===== src/rtl/dll_index_ctrl.sv =====
// Purpose : closed-loop selection of the truncation index for the DLL accumulator truncator.
// Latency : a dump presented in cycle t can move index at the edge ending t+2 (visible in t+3).
// Backpressure: none; accepts acc_valid every cycle, no ready, no stalls.
//
// Ports:
//   clk, reset_n  - clock, asynchronous active-low reset
//   init          - synchronous channel restart pulse (highest priority)
//   acc_valid     - acc_in carries a dump this cycle
//   acc_in[35:0]  - signed two's-complement accumulator dump
//   index[5:0]    - registered truncation index (window = in[index:index-10])
//   index_update  - one-cycle pulse in the cycle the new index first appears
//   tracking      - 1 in TRACK, 0 in ACQUIRE
//   ovf_total     - (only when DLL_INDEX_CTRL_STATS_EN is defined) saturating count
//                   of overflow-classified dumps since reset or init
//
// Optional feature macro: DLL_INDEX_CTRL_STATS_EN
module dll_index_ctrl #(
  parameter int INIT_INDEX   = 20,
  parameter int MIN_INDEX    = 10,
  parameter int MAX_INDEX    = 35,
  parameter int WINDOW       = 8,
  parameter int OVF_THRESH   = 2,
  parameter int UNDER_MARGIN = 2,
  parameter int ACQ_DUMPS    = 4
) (
  input  logic        clk,
  input  logic        reset_n,
  input  logic        init,
  input  logic        acc_valid,
  input  logic [35:0] acc_in,
  output logic [5:0]  index,
  output logic        index_update,
  output logic        tracking
`ifdef DLL_INDEX_CTRL_STATS_EN
  ,
  output logic [15:0] ovf_total
`endif
);

  typedef enum logic {
    ACQUIRE = 1'b0,
    TRACK   = 1'b1
  } state_t;

  localparam logic [5:0] INIT_C   = 6'(INIT_INDEX);
  localparam logic [6:0] MIN_C    = 7'(MIN_INDEX);
  localparam logic [6:0] MAX_C    = 7'(MAX_INDEX);
  localparam logic [6:0] UNDER_C  = 7'(UNDER_MARGIN + 1);
  localparam logic [7:0] WIN_C    = 8'(WINDOW);
  localparam logic [7:0] OVF_TH_C = 8'(OVF_THRESH);
  localparam logic [7:0] ACQ_C    = 8'(ACQ_DUMPS);

  // Highest set bit of an unsigned magnitude; zero maps to 0.
  function automatic logic [5:0] msb_pos(input logic [35:0] m);
    logic [5:0] pos;
    pos = '0;
    for (int i = 0; i < 36; i++) begin
      if (m[i]) pos = 6'(i);
    end
    return pos;
  endfunction

  // ---------------------------------------------------------------
  // S1: magnitude. Negating -2^35 wraps to bit 35 set, which read as
  // unsigned is exactly 2^35, so no special case is needed.
  // ---------------------------------------------------------------
  logic [35:0] mag_c;
  logic        s1_vld;
  logic [35:0] s1_mag;

  assign mag_c = acc_in[35] ? (~acc_in + 36'd1) : acc_in;

  // S2: MSB position of the magnitude.
  logic       s2_vld;
  logic [5:0] s2_p;

  // ---------------------------------------------------------------
  // S3: classification and control state
  // ---------------------------------------------------------------
  state_t     state_q, state_d;
  logic [5:0] index_d;
  logic       upd_d;
  logic [7:0] good_q, good_d;
  logic [7:0] dump_q, dump_d;
  logic [7:0] ovfc_q, ovfc_d;
  logic [7:0] underc_q, underc_d;

  logic [6:0] p_ext;
  logic [6:0] idx_ext;
  logic [6:0] p_plus1;
  logic       ovf;
  logic       under;
  logic [5:0] acq_target;

  assign p_ext   = {1'b0, s2_p};
  assign idx_ext = {1'b0, index};
  assign p_plus1 = p_ext + 7'd1;

  // p > index-1 and p < index-1-UNDER_MARGIN, rearranged so nothing
  // can go negative on the unsigned operands.
  assign ovf   = (p_plus1 > idx_ext);
  assign under = ((p_ext + UNDER_C) < idx_ext);

  // Jump straight to the bit just above the observed MSB, clamped.
  always_comb begin
    acq_target = p_plus1[5:0];
    if (p_plus1 > MAX_C) begin
      acq_target = MAX_C[5:0];
    end else if (p_plus1 < MIN_C) begin
      acq_target = MIN_C[5:0];
    end
  end

  always_comb begin
    state_d  = state_q;
    index_d  = index;
    good_d   = good_q;
    dump_d   = dump_q;
    ovfc_d   = ovfc_q;
    underc_d = underc_q;

    if (s2_vld) begin
      unique case (state_q)
        ACQUIRE: begin
          if (ovf) begin
            index_d = acq_target;
            good_d  = '0;
          end else if (good_q + 8'd1 >= ACQ_C) begin
            state_d  = TRACK;
            good_d   = '0;
            dump_d   = '0;
            ovfc_d   = '0;
            underc_d = '0;
          end else begin
            good_d = good_q + 8'd1;
          end
        end
        TRACK: begin
          // The dump closing the window is folded into the counts first.
          dump_d   = dump_q + 8'd1;
          ovfc_d   = ovfc_q + {7'd0, ovf};
          underc_d = underc_q + {7'd0, under};
          if (dump_d == WIN_C) begin
            if (ovfc_d >= OVF_TH_C) begin
              if (idx_ext < MAX_C) index_d = index + 6'd1;
            end else if (underc_d == WIN_C) begin
              if (idx_ext > MIN_C) index_d = index - 6'd1;
            end
            dump_d   = '0;
            ovfc_d   = '0;
            underc_d = '0;
          end
        end
        default: state_d = ACQUIRE;
      endcase
    end

    // A clamped (blocked) step leaves index_d equal to index: no pulse.
    upd_d = (index_d != index);
  end

  always_ff @(posedge clk or negedge reset_n) begin
    if (!reset_n) begin
      s1_vld       <= 1'b0;
      s1_mag       <= '0;
      s2_vld       <= 1'b0;
      s2_p         <= '0;
      state_q      <= ACQUIRE;
      index        <= INIT_C;
      index_update <= 1'b0;
      good_q       <= '0;
      dump_q       <= '0;
      ovfc_q       <= '0;
      underc_q     <= '0;
    end else if (init) begin
      // Restart: the pipeline is flushed so in-flight dumps are lost,
      // and the dump offered alongside init is never captured.
      s1_vld       <= 1'b0;
      s2_vld       <= 1'b0;
      state_q      <= ACQUIRE;
      index        <= INIT_C;
      index_update <= 1'b0;
      good_q       <= '0;
      dump_q       <= '0;
      ovfc_q       <= '0;
      underc_q     <= '0;
    end else begin
      s1_vld       <= acc_valid;
      s1_mag       <= mag_c;
      s2_vld       <= s1_vld;
      s2_p         <= msb_pos(s1_mag);
      state_q      <= state_d;
      index        <= index_d;
      index_update <= upd_d;
      good_q       <= good_d;
      dump_q       <= dump_d;
      ovfc_q       <= ovfc_d;
      underc_q     <= underc_d;
    end
  end

  assign tracking = (state_q == TRACK);

`ifdef DLL_INDEX_CTRL_STATS_EN
  always_ff @(posedge clk or negedge reset_n) begin
    if (!reset_n) begin
      ovf_total <= '0;
    end else if (init) begin
      ovf_total <= '0;
    end else if (s2_vld && ovf && (ovf_total != 16'hFFFF)) begin
      ovf_total <= ovf_total + 16'd1;
    end
  end
`endif

endmodule


===== config.mk =====
export PLATFORM = sky130hd
export DESIGN_NAME = dll_index_ctrl
export DESIGN_NICKNAME = d
export VERILOG_FILES = /design/src/rtl/dll_index_ctrl.sv
export SDC_FILE = /design/constraint.sdc
export NUM_CORES = 1
export LEC_CHECK = 0
export ABC_AREA = 1
export CAP_MARGIN = 25
export CORE_MARGIN = 2
export CORE_UTILIZATION = 34
export DETAILED_ROUTE_END_ITERATION = 10
export PLACE_DENSITY = 0.52
export SLEW_MARGIN = 20
export SYNTH_ARGS = -nofsm -noshare
export SYNTH_HDL_FRONTEND = slang
export SYNTH_SLANG_ARGS = --single-unit

===== constraint.sdc =====
create_clock -name clk -period 3.8 [get_ports clk]
set_input_delay 0.76 -clock clk [delete_from_list [all_inputs] [get_ports clk]]
set_output_delay 0.76 -clock clk [all_outputs]
set_load 0.03 [all_outputs]

==> Word-level counts from Yosys, hierarchy flattened <==
Cells that the tools add are included.
{ "totals": {"register_bits": 84, "in_bits": 40, "out_inout_bits": 8, "elab_cells": 113} }
{ "classes": {"add_sub_neg": 9, "magnitude_cmp": 8, "eq_ne": 6, "mux": 74, "bitwise_logic": 2, "n_reduce_logical": 3} }
{ "ops": {"columns": ["cell", "n"], "rows": [
  ["$mux W6", 44],
  ["$mux W8", 16],
  ["$pmux W8 S2", 3],
  ["$add A36 B1 Y36 const B", 1],
  ["$mux W36", 1],
  ["$not A36 Y36", 1],
  ["$add A8 B1 Y8", 2],
  ["$add A8 B1 Y8 const B", 2],
  ["$eq A8 B4 Y1 const B", 2],
  ["$pmux W6 S2", 1],
  ["$mux W1", 9],
  ["$ge A8 B2 Y1 const B", 1],
  ["$ge A8 B3 Y1 const B", 1],
  ["$add A6 B1 Y7 const B", 1],
  ["$add A6 B2 Y7 const B", 1],
  ["$gt A7 B6 Y1", 1],
  ["$gt A7 B6 Y1 const B", 1],
  ["$lt A7 B4 Y1 const B", 1],
  ["$lt A7 B6 Y1", 1],
  ["$add A6 B1 Y6 const B", 1],
  ["$gt A6 B4 Y1 const B", 1],
  ["$lt A6 B6 Y1 const B", 1],
  ["$ne A3 B3 Y1 const B", 2],
  ["$ne A6 B6 Y1", 1],
  ["6 further kinds", 6]
]} }

==> Depth between registers and ports, before layout <==
Gate-level depths: netlist (run 1).
{ "logic_depth": {"depth_word": 35, "ltp_mapped": 35, "mapped_depth_nobuf": 35} }

==> Least setup slack after synthesis (run 1) <==
No wires, ideal clock.
{ "synth_timing": {"path_kind": "reg2reg", "start": "register index[1]", "end": "register index_update", "setup_time_ns": 0.132, "t_arrival_ns": 4.073, "required_ns": 3.668, "setup_slack_ns": -0.405, "path_stages_with_launch": 29, "path_buffers": 1, "synth_period_minus_slack_ns": 4.205, "cell_sequence": "dfrtp_1 clkbuf_1 inv_1 ha_1 nand2_1 o21ai_0 a21oi_1 o21ai_0 o21ai_0 nand2_1 ha_1 ha_1 nand3_1 nor3_1 xor2_1 inv_1 nand4_1 nor2_4 o21ai_1 nand2_4 a21oi_1 or2_1 nand3_2 o211ai_2 o21a_1 nand2_1 o2111ai_2 nor2_1 nor2_1"} }
{ "synth_via": {"elab_chain_len": 10, "word_cells_on_any_way": 20, "cone_classes": "add/sub: 4; order compare: 5; eq/ne: 2; mux: 9"} }
{ "synth_lines": {"columns": ["item", "line_no", "rtl"], "rows": [
  ["from (decl)", "31", "output logic [5:0] index,"],
  ["from (signal assigned)", "193", "index <= index_d;"],
  ["parallel branches: the longest is 8 deep, another holds $add A8 B1 Y8", null, null],
  ["$ne A6 B6 Y1 (*)", "159", "upd_d = (index_d != index);"],
  ["$mux W1 (*)", "175", "end else if (init) begin"],
  ["to (signal assigned)", "194", "index_update <= upd_d;"],
  ["to (decl)", "32", "output logic index_update,"]
]} }
Every way passes the cells marked *.
A chain may end at the register's enable or synchronous reset.

==> Worst setup path in the final report (run 1) <==
{ "layout_timing": {"start": "register s2_p[1]", "end": "register index_update"} }
{ "layout_via": {"elab_chain_len": 11, "word_cells_on_any_way": 20, "cone_classes": "add/sub: 4; order compare: 5; eq/ne: 2; mux: 9"} }
{ "layout_lines": {"columns": ["item", "line_no", "rtl"], "rows": [
  ["from (decl)", "75", "logic [5:0] s2_p;"],
  ["from (signal assigned)", "191", "s2_p <= msb_pos(s1_mag);"],
  ["parallel branches: the longest is 7 deep, another holds $add A8 B1 Y8", null, null],
  ["$pmux W6 S2 (*)", "123", "unique case (state_q)"],
  ["$mux W6 (*)", "122", "if (s2_vld) begin"],
  ["$ne A6 B6 Y1 (*)", "159", null],
  ["$mux W1 (*)", "175", null]
]} }
Marked as above.

==> results of run 1 <==
-- flip-flops by register name, indices dropped and copies added, names as in the netlist --
| name | flops |
|---|---|
| dump_q | 8 |
| ovfc_q | 8 |
| index_update | 1 |
| tracking | 1 |
| good_q | 8 |
| s1_mag | 35 |
| s1_vld | 1 |
| s2_p | 6 |
| s2_vld | 1 |
| underc_q | 8 |
| index | 6 |
-- worst register-to-register path, delay by kind of cell (launching register included) --
family          cells  cell delay, ps
compound gates      6             760
xor+xnor            3             570
fa+ha+maj           3             610
buf+inv             6             620
flops               1             380
simple gates       11            1240
-- power by group through the flow --
stage	sequential (uW)	combinational, uW	clock, uW
4_1_cts	988	762	1000
3_3_place_gp	1000	639	0
3_5_place_dp	1000	652	0
6_report	988	771	984
5_1_grt	996	867	1040
2_1_floorplan	1010	364	0
-- cell families (layout without fill, tap and decap cells) --
family / count (synthesis) / count (layout) / synth area share
XOR/XNOR: 44 / 44 / 0.0672
buffers and inverters: 144 / 287 / 0.0974
AO/OA/AOI/OAI: 163 / 163 / 0.165
adder cells (fa/ha/maj): 25 / 25 / 0.0546
flip-flops: 83 / 83 / 0.363
AND/OR/NAND/NOR: 320 / 320 / 0.253
-- area by class of cell --
type                            count  area (um2)  share of cell area
Sequential cell                    83        2080               0.266
Inverter                          121         457              0.0585
Multi-Input combinational cell    552        3390               0.434
Clock inverter                      6        96.3              0.0123
Tap cell                          220         275              0.0353
Timing Repair Buffer              150        1270               0.163
Clock buffer                       10         239              0.0306
-- timing repair --
action	CTS	global route
buffers inserted	36	4
resized for setup	51	20
endpoints found under the setup margin	7	12
pin swaps	24	15
-- through the flow --
stage | hold WS, ps | total power (uW) | setup TNS (ps) | area, um2
floorplan | 434 | 1370 | -178 | 5770
global placement | 437 | 1640 | -1600 | 6900
detailed placement | 450 | 1660 | -2290 | 6900
CTS | 429 | 2750 | -1750 | 7700
global route | 444 | 2910 | -4430 | 7810
finish | 408 | 2740 | -2170 | 7810
-- layout by cell type, fill, tap and decap left out, types with 12 or more instances in the layout --
| cell type | instances |
|---|---|
| nand2_1 | 131 |
| inv_1 | 113 |
| buf_4 | 95 |
| dfrtp_1 | 80 |
| nor2_1 | 75 |
| o21ai_0 | 59 |
| clkdlybuf4s50_1 | 45 |
| nand3_1 | 40 |
| a21oi_1 | 32 |
| xor2_1 | 31 |
| o22ai_1 | 19 |
| ha_1 | 16 |
| nor3_1 | 13 |
| o21ai_1 | 12 |
| nor3_2 | 12 |
-- cell usage after synthesis (3+ instances only) --
master / count / area, um2
inv_2: 3 / 11.3
nor3_1: 20 / 100
dfrtp_1: 81 / 2030
o22ai_1: 20 / 125
nor3_2: 6 / 60.1
or2_2: 5 / 31.3
xnor2_1: 12 / 105
o21ai_0: 70 / 350
ha_1: 25 / 313
o21ai_2: 4 / 35.0
o21ai_1: 8 / 40.0
nand3_1: 42 / 210
a21oi_1: 35 / 175
nor4_1: 6 / 37.5
nand4_1: 11 / 68.8
o41ai_1: 3 / 26.3
nand2_1: 136 / 510
nor2_1: 78 / 293
nand3_2: 3 / 30.0
inv_1: 116 / 435
a31oi_1: 4 / 25.0
xor2_1: 32 / 280
clkbuf_1: 18 / 67.6
o211ai_1: 4 / 30.0
-- worst max path at each step --
stage	startpoint	end	slack (ps)	cells past startpoint
3_3_place_gp	s2_p[0]	index_update	-420	28
5_1_grt	s2_p[0]	index_update	-840	29
2_1_floorplan	s2_p[4]	index_update	-180	29
6_report	s2_p[1]	index_update	-510	29
4_1_cts	s2_p[0]	index_update	-430	29
3_5_place_dp	s2_p[0]	index_update	-510	31
-- metal layers --
metal | wire (um) | track usage | share of wire
met5 | 0 | 0 | 0
met4 | 278 | 0.0532 | 0.019
met3 | 590 | 0.0321 | 0.040
met2 | 7070 | 0.299 | 0.48
met1 | 6690 | 0.215 | 0.46
==> results.sh, run 1 <==
export IMPL_grt_pass1_vias=5555
export IMPL_vias_per_cell=4.86
export IMPL_synthCells=779
export IMPL_fillers=1586
export IMPL_antenna_found_initial=0
export IMPL_rr_endpoint="index_update"
export IMPL_ios=48
export IMPL_switching_share=0.303
export IMPL_cts_tree="yes"
export IMPL_skew_ps=5.55
export IMPL_violations="setup timing"
export IMPL_slowest_delay_ps=380
export IMPL_power_internal_uw=1910
export IMPL_dr_pass1_iters=4
export IMPL_yosysUniqueCellTypes=54
export IMPL_fin_nets=982
export IMPL_crit_arrival_ps=4520
export IMPL_cts_buffers=9
export IMPL_grt_util_all_layers=0.171
export IMPL_period_share=1.13
export IMPL_hold_buffers=0
export IMPL_synth_avg_cell_area_um2=7.36
export IMPL_critPathKind="reg2reg"
export IMPL_routed_wl_um=14600
export IMPL_grt_overflow=0
export IMPL_hpwl_um=10600
export IMPL_place_congestion=0.822
export IMPL_pre_cts_ws_ps=-515
export IMPL_clkSinkCount=83
export IMPL_drtIter0Drc=277
export IMPL_synth_edf_count=0
export IMPL_crit_top_cell="o21ai_2"
export IMPL_slew_headroom=0.589
export IMPL_drv_slew=0
export IMPL_p_leak_uw=0.00351
export IMPL_core_area_mm2=0.0165
export IMPL_ys_flop_type="dfrtp_1"
export IMPL_port_buffer_count=47
export IMPL_hold_viol=0
export IMPL_final_antenna_net_count=0
export IMPL_status="finished with violations"
export IMPL_start_kind="flip-flop"
export IMPL_die_x_um=134
export IMPL_rsz0062_at_grt="yes"
export IMPL_start_util=0.347
export IMPL_timing_rr_start="s2_p[1]"
export IMPL_seq_area_frac_synth=0.363
export IMPL_critPathMaxFanout=7
export IMPL_clkPwrFrac=0.359
export IMPL_worst_pin_slew_ps=616
export IMPL_r2r_cells=29
export IMPL_clockBufferDepth=2
export IMPL_cap_violations=0
export IMPL_path_delay_family="simple AND/OR/NAND/NOR gates"
export IMPL_yosysWarningCount=0
export IMPL_p_sw_uw=831
export IMPL_finalNonFillerCells=1142
export IMPL_vdd_drop_max_v=0.000236
export IMPL_area_growth_pct=36.2
export IMPL_fp_row_count=47
export IMPL_worst_endpoint_required_ps=4010
export IMPL_cp_slowest_cell="dfrtp_1"
export IMPL_period_minus_slack_ps=4310
export IMPL_fin_util=0.473
export IMPL_wire_per_inst_um=12.8
export IMPL_power_frac_comb=0.281
export IMPL_syn_cell_area_mm2=0.00573
export IMPL_num_vias=5549
export IMPL_ys_seq_elements=83
export IMPL_insertion_delay_ps=340
export IMPL_min_path_type="in2async"
export IMPL_async_flop_share=1.00
export IMPL_grt_max_degree=58
export IMPL_worst_slack_ps=-508
export IMPL_syn_num_nets=844
export IMPL_p_seq_frac=0.360
export IMPL_die_area_mm2=0.0179
export IMPL_clk_pin_slew_ps=70
export IMPL_power_density_mw_per_mm2=351
export IMPL_dp_cells=1089
export IMPL_setup_viol=8
export IMPL_cts_root_buf="clkbuf_16"
export IMPL_drive_gt1_frac=0.219
export IMPL_endpoint_kind="flip-flop"
export IMPL_grt_pass1_wl_um=25300
export IMPL_fmax_mhz=232
export IMPL_drc_errors=0
export IMPL_htreeDepth=3
export IMPL_n_antenna_cell=0
export IMPL_r2r_slack_ps=-510
export IMPL_path_buf_inv=6
export IMPL_die_y_um=134
(Power assumes the default switching activity.)
==> run 2, diff against run 1 <==
--- a/config.mk
+++ b/config.mk
@@ -7,10 +7,11 @@
 export LEC_CHECK = 0
 export ABC_AREA = 1
 export CAP_MARGIN = 25
+export CORE_ASPECT_RATIO = 0.75
 export CORE_MARGIN = 2
-export CORE_UTILIZATION = 34
+export CORE_UTILIZATION = 40
 export DETAILED_ROUTE_END_ITERATION = 10
-export PLACE_DENSITY = 0.52
+export PLACE_DENSITY = 0.58
 export SLEW_MARGIN = 20
 export SYNTH_ARGS = -nofsm -noshare
 export SYNTH_HDL_FRONTEND = slang
==> constraint.sdc (replaced) <==
create_clock -name clk -period 5 [get_ports clk]
set_input_delay 1 -clock clk [delete_from_list [all_inputs] [get_ports clk]]
set_output_delay 1 -clock clk [all_outputs]
set_load 0.03 [all_outputs]
==> results.sh, run 2 (synthesis results as in run 1) <==
export IMPL_status="finished clean"
export IMPL_p_leak_uw=0.00308
export IMPL_r2r_cells=28
export IMPL_timing_rr_start="s2_p[2]"
export IMPL_grt_overflow=0
export IMPL_hpwl_um=10600
export IMPL_clockBufferDepth=2
export IMPL_drv_slew=0
export IMPL_core_area_mm2=0.0138
export IMPL_drive_gt1_frac=0.0974
export IMPL_cts_root_buf="clkbuf_16"
export IMPL_ios=48
export IMPL_vdd_drop_max_v=0.000163
export IMPL_dp_cells=991
export IMPL_path_delay_family="simple AND/OR/NAND/NOR gates"
export IMPL_fillers=1322
export IMPL_crit_arrival_ps=4860
export IMPL_grt_pass1_vias=5093
export IMPL_grt_max_degree=50
export IMPL_cts_tree="yes"
export IMPL_hold_viol=0
export IMPL_die_y_um=108
export IMPL_worst_endpoint_required_ps=5230
export IMPL_start_kind="flip-flop"
export IMPL_port_buffer_count=47
export IMPL_power_density_mw_per_mm2=284
export IMPL_critPathMaxFanout=7
export IMPL_rr_endpoint="index_update"
export IMPL_worst_pin_slew_ps=676
export IMPL_clkSinkCount=83
export IMPL_die_x_um=142
export IMPL_fmax_mhz=216
export IMPL_grt_util_all_layers=0.199
export IMPL_cts_buffers=9
export IMPL_die_area_mm2=0.0153
export IMPL_drc_errors=0
export IMPL_n_antenna_cell=0
export IMPL_min_to="s2_vld"
export IMPL_most_common_layout_cells="nand2_1 (135), inv_1 (116), dfrtp_1 (80)"
export IMPL_grt_pass1_wl_um=24300
export IMPL_area_growth_pct=19.9
export IMPL_worst_slack_ps=368
export IMPL_largest_register_ffs=35
export IMPL_r2r_slack_ps=370
export IMPL_drtIter0Drc=346
export IMPL_regMostFlops="s1_mag"
export IMPL_final_antenna_net_count=0
export IMPL_final_common_cell="nand2_1"
export IMPL_worstHoldStart="s1_vld"
export IMPL_insertion_delay_ps=350
export IMPL_routed_wl_um=14200
export IMPL_hold_slack_ps=468
export IMPL_num_vias=5290
export IMPL_endpoint_kind="flip-flop"
export IMPL_antenna_found_initial=0
export IMPL_finalNonFillerCells=1017
export IMPL_start_util=0.414
export IMPL_cp_slowest_cell="dfrtp_1"
export IMPL_wire_per_inst_um=14.0
export IMPL_slowest_delay_ps=400
export IMPL_dr_pass1_iters=5
export IMPL_clk_pin_slew_ps=60
export IMPL_setup_viol=0
export IMPL_pre_cts_ws_ps=86.5
export IMPL_period_minus_slack_ps=4630
export IMPL_critPathKind="reg2reg"
export IMPL_min_path_type="reg2reg"
export IMPL_cap_violations=0
export IMPL_fin_nets=902
export IMPL_slew_headroom=0.548
export IMPL_fp_row_count=37
export IMPL_skew_ps=10.2
export IMPL_period_share=0.926
export IMPL_htreeDepth=3
export IMPL_path_buf_inv=4
export IMPL_vias_per_cell=5.20
export IMPL_min_path_cells=2
export IMPL_place_congestion=0.899
[run 2: layout make-up]
class / instances / area, um2 / area share
sequential: 83 / 2080 / 0.303
inverter: 121 / 454 / 0.0661
multi-input combinational: 552 / 3140 / 0.456
clock inverter: 6 / 97.6 / 0.0142
tap: 175 / 219 / 0.0319
clock buffer: 10 / 229 / 0.0333
timing repair buffer: 70 / 656 / 0.0954
[run 2: metal layers]
layer / GRT usage / share of wire / up-vias
met1: 0.294 / 0.51 / 2429
met3: 0.0365 / 0.052 / 20
li1: - / - / 2689
met2: 0.288 / 0.42 / 152
met4: 0.0714 / 0.016 / 0
met5: 0 / 0 / -
[run 2: tightest hold or removal path, cell delays in order (launching register included)]
cell,delay [ps]
dfrtp_1,360
inv_1,50
nor2_1,30
[run 2: through the flow]
step	utilization	area [um2]	power, uW	setup TNS (ps)
after global routing	0.496	6870	2060	-70.3
after CTS	0.488	6760	1950	0
after global placement	0.463	6410	1190	0
after detailed placement	0.465	6430	1200	0
final	0.496	6870	1950	0
after floorplan	-	5730	1040	0
[run 2: where the power goes]
group	total [uW]	internal [uW]	switching (uW)
logic	451	183	269
registers	756	718	38.3
clock network	741	445	296
[run 2: worst max path at each step]
stage	start	end	slack, ps	cells after the start
2_1_floorplan	index[1]	index_update	800	28
3_3_place_gp	s2_p[0]	index_update	170	29
3_5_place_dp	s2_p[0]	index_update	90	29
4_1_cts	s2_p[0]	index_update	70	29
5_1_grt	s2_p[2]	index_update	-70	28
6_report	s2_p[2]	index_update	370	28
[run 2: repair_timing]
item / 4_1_cts / 5_1_grt
endpoints found under the setup margin: 0 / 2
setup buffers: 0 / 10
hold buffers: 0 / 0
resized for setup: 0 / 9
==> RTL change: new RTL, config.mk and constraints of run 1 <==
The option `DLL_INDEX_CTRL_STATS_EN` is turned on by a define.
--- a/src/rtl/dll_index_ctrl.sv
+++ b/src/rtl/dll_index_ctrl.sv
@@ -15,4 +15,6 @@
 //
 // Optional feature macro: DLL_INDEX_CTRL_STATS_EN
+`define DLL_INDEX_CTRL_STATS_EN
+
 module dll_index_ctrl #(
   parameter int INIT_INDEX   = 20,
Function (old outputs only; new: ovf_total): kept (Yosys induction, for registers that start in step).
==> RTL change against run 1 <==
Critical endpoint unchanged; synthesized area is 13% higher; power fell by 2.2%; sequential share of layout area is 2.3 points higher; combinational power down 12%; cell count grew 12%; sequential cell count up 16; worst setup slack worse by 33 ps; critical path depth did not move; clock skew grew 0.58 ps; routed wire length increased by 14%; largest power group unchanged; the run still ends with setup timing left; global-route usage rose by 0.48 points; design area up 9.6%.
==> RTL change: results (changes against run 1) <==
- Status: finished with violations
- Violated checks: setup timing
- Leakage: 3.92 nW (+12%)
- Largest net degree at the start of global routing: 63 (+8.6%)
- M1 WL: 8180 um (+22%)
- Multi-input gates: 614 (+11%)
- Final Skew: 6.13 ps (+0.582 ps)
- Mux cell area share after synthesis: 0.155% (+0.15 points)
- Invs w/o clock: 151 (+25%)
- Layout Nets: 1108 (+13%)
- Sequential element share of the synthesized area: 38.3% (+2.0 points)
- Multi-input gate share of the layout cell area: 41.5% (-1.9 points)
- Top delay family on crit path: compound AO/OA/AOI/OAI gates
- Register area: 2480 um2 (+19%)
- Global-route wire length before repair: 28900 um (+14%)
- Maximum vdd drop: 0.198 mV (-16%)
- GR Layer Usage met2: 29.3% (-0.56 points)
- XOR/XNOR share of the synthesized area: 5.14% (-1.6 points)
- Worst Setup SP: s2_p[0]
- Least-Margin Pin Slew: 681 ps (+64.7 ps)
- Met1 Use GR: 23.8% (+2.3 points)
- Ratio of cells with drive above 1 in the final layout: 18.5% (-3.4 points)
- Vias in the first global route: 6080 (+9.5%)
- WHS: 430 ps (+21.8 ps)
- Synth top area cells: dfrtp_1, nand2_1, inv_1
- Initial DRC count: 306 (+10%)
- Final setup fails: 7 (-1)
- Buffers on Ports: 63 (+34%)
- Netlist cell types: 48 (-11%)
- Drt pass-1 iters: 5 (+1)
- Filler Cell Count: 1859 (+17%)
- Total Neg Setup Slack: -2300 ps (-126 ps)
- Buffer share of cell area: 16.4% (+0.14 points)
- Critical Path Fanout Max: 4 (-3)
- Clk cell area share: 3.04% (-1.3 points)
- Routability cong.: 0.819 (-0.37%)
- WL/cell: 13.1 um (+2.2%)
- Final WS setup: -541 ps (-33.1 ps)
- Via count: 6205 (+12%)
- Detail Placement HPWL: 12000 um (+13%)
- GR met3 Demand/Resource: 2.52% (-0.69 points)
- Post-Synth Adder-Cell Area: 5.03% (-0.43 points)
- Place WS: -609 ps (-93.7 ps)
- Seq cells: 99 (+19%)
- CLK BUF: 12 (+2)
- Gr usage total: 17.6% (+0.48 points)
- Commonest cells in the synthesized netlist: nand2_1, inv_1, dfrtp_1
==> RTL change: cell count changes in the layout (fill, tap and decap cells not counted), sizes merged, moves of 12 or more <==
cell	before	now
inv	121	148
nand2	138	165
a21oi	36	58
clkdlybuf4s50	45	61
dfrtp	81	97
nand3	45	57
==> RTL change: repair_timing <==
action,in CTS,in global routing
setup buffers,28,2
gates cloned,0,0
gates resized for setup,29,19
hold endpoints to repair,0,0
pin swaps,23,24
setup endpoints to repair,7,12
==> RTL change: report_power, final <==
group          total [mW]  leakage [nW]  internal [mW]  switching [mW]
sequential           1.15          1.29           1.11          0.0414
clock               0.850         0.128          0.456           0.394
combinational       0.679          2.51          0.312           0.367
==> RTL change: cell families after synthesis <==
family / count (synthesis)
simple gates: 360
xor+xnor: 38
fa+ha+maj: 26
mux: 1
compound gates: 189
buf+inv: 173
flops: 99
==> RTL change: stage by stage <==
step                utilization, %  instances
CTS                           45.2       1277
detailed placement            42.3       1235
global placement              42.3       1235
floorplan                        -        886
finish                        45.8       1279
global route                  45.8       1279
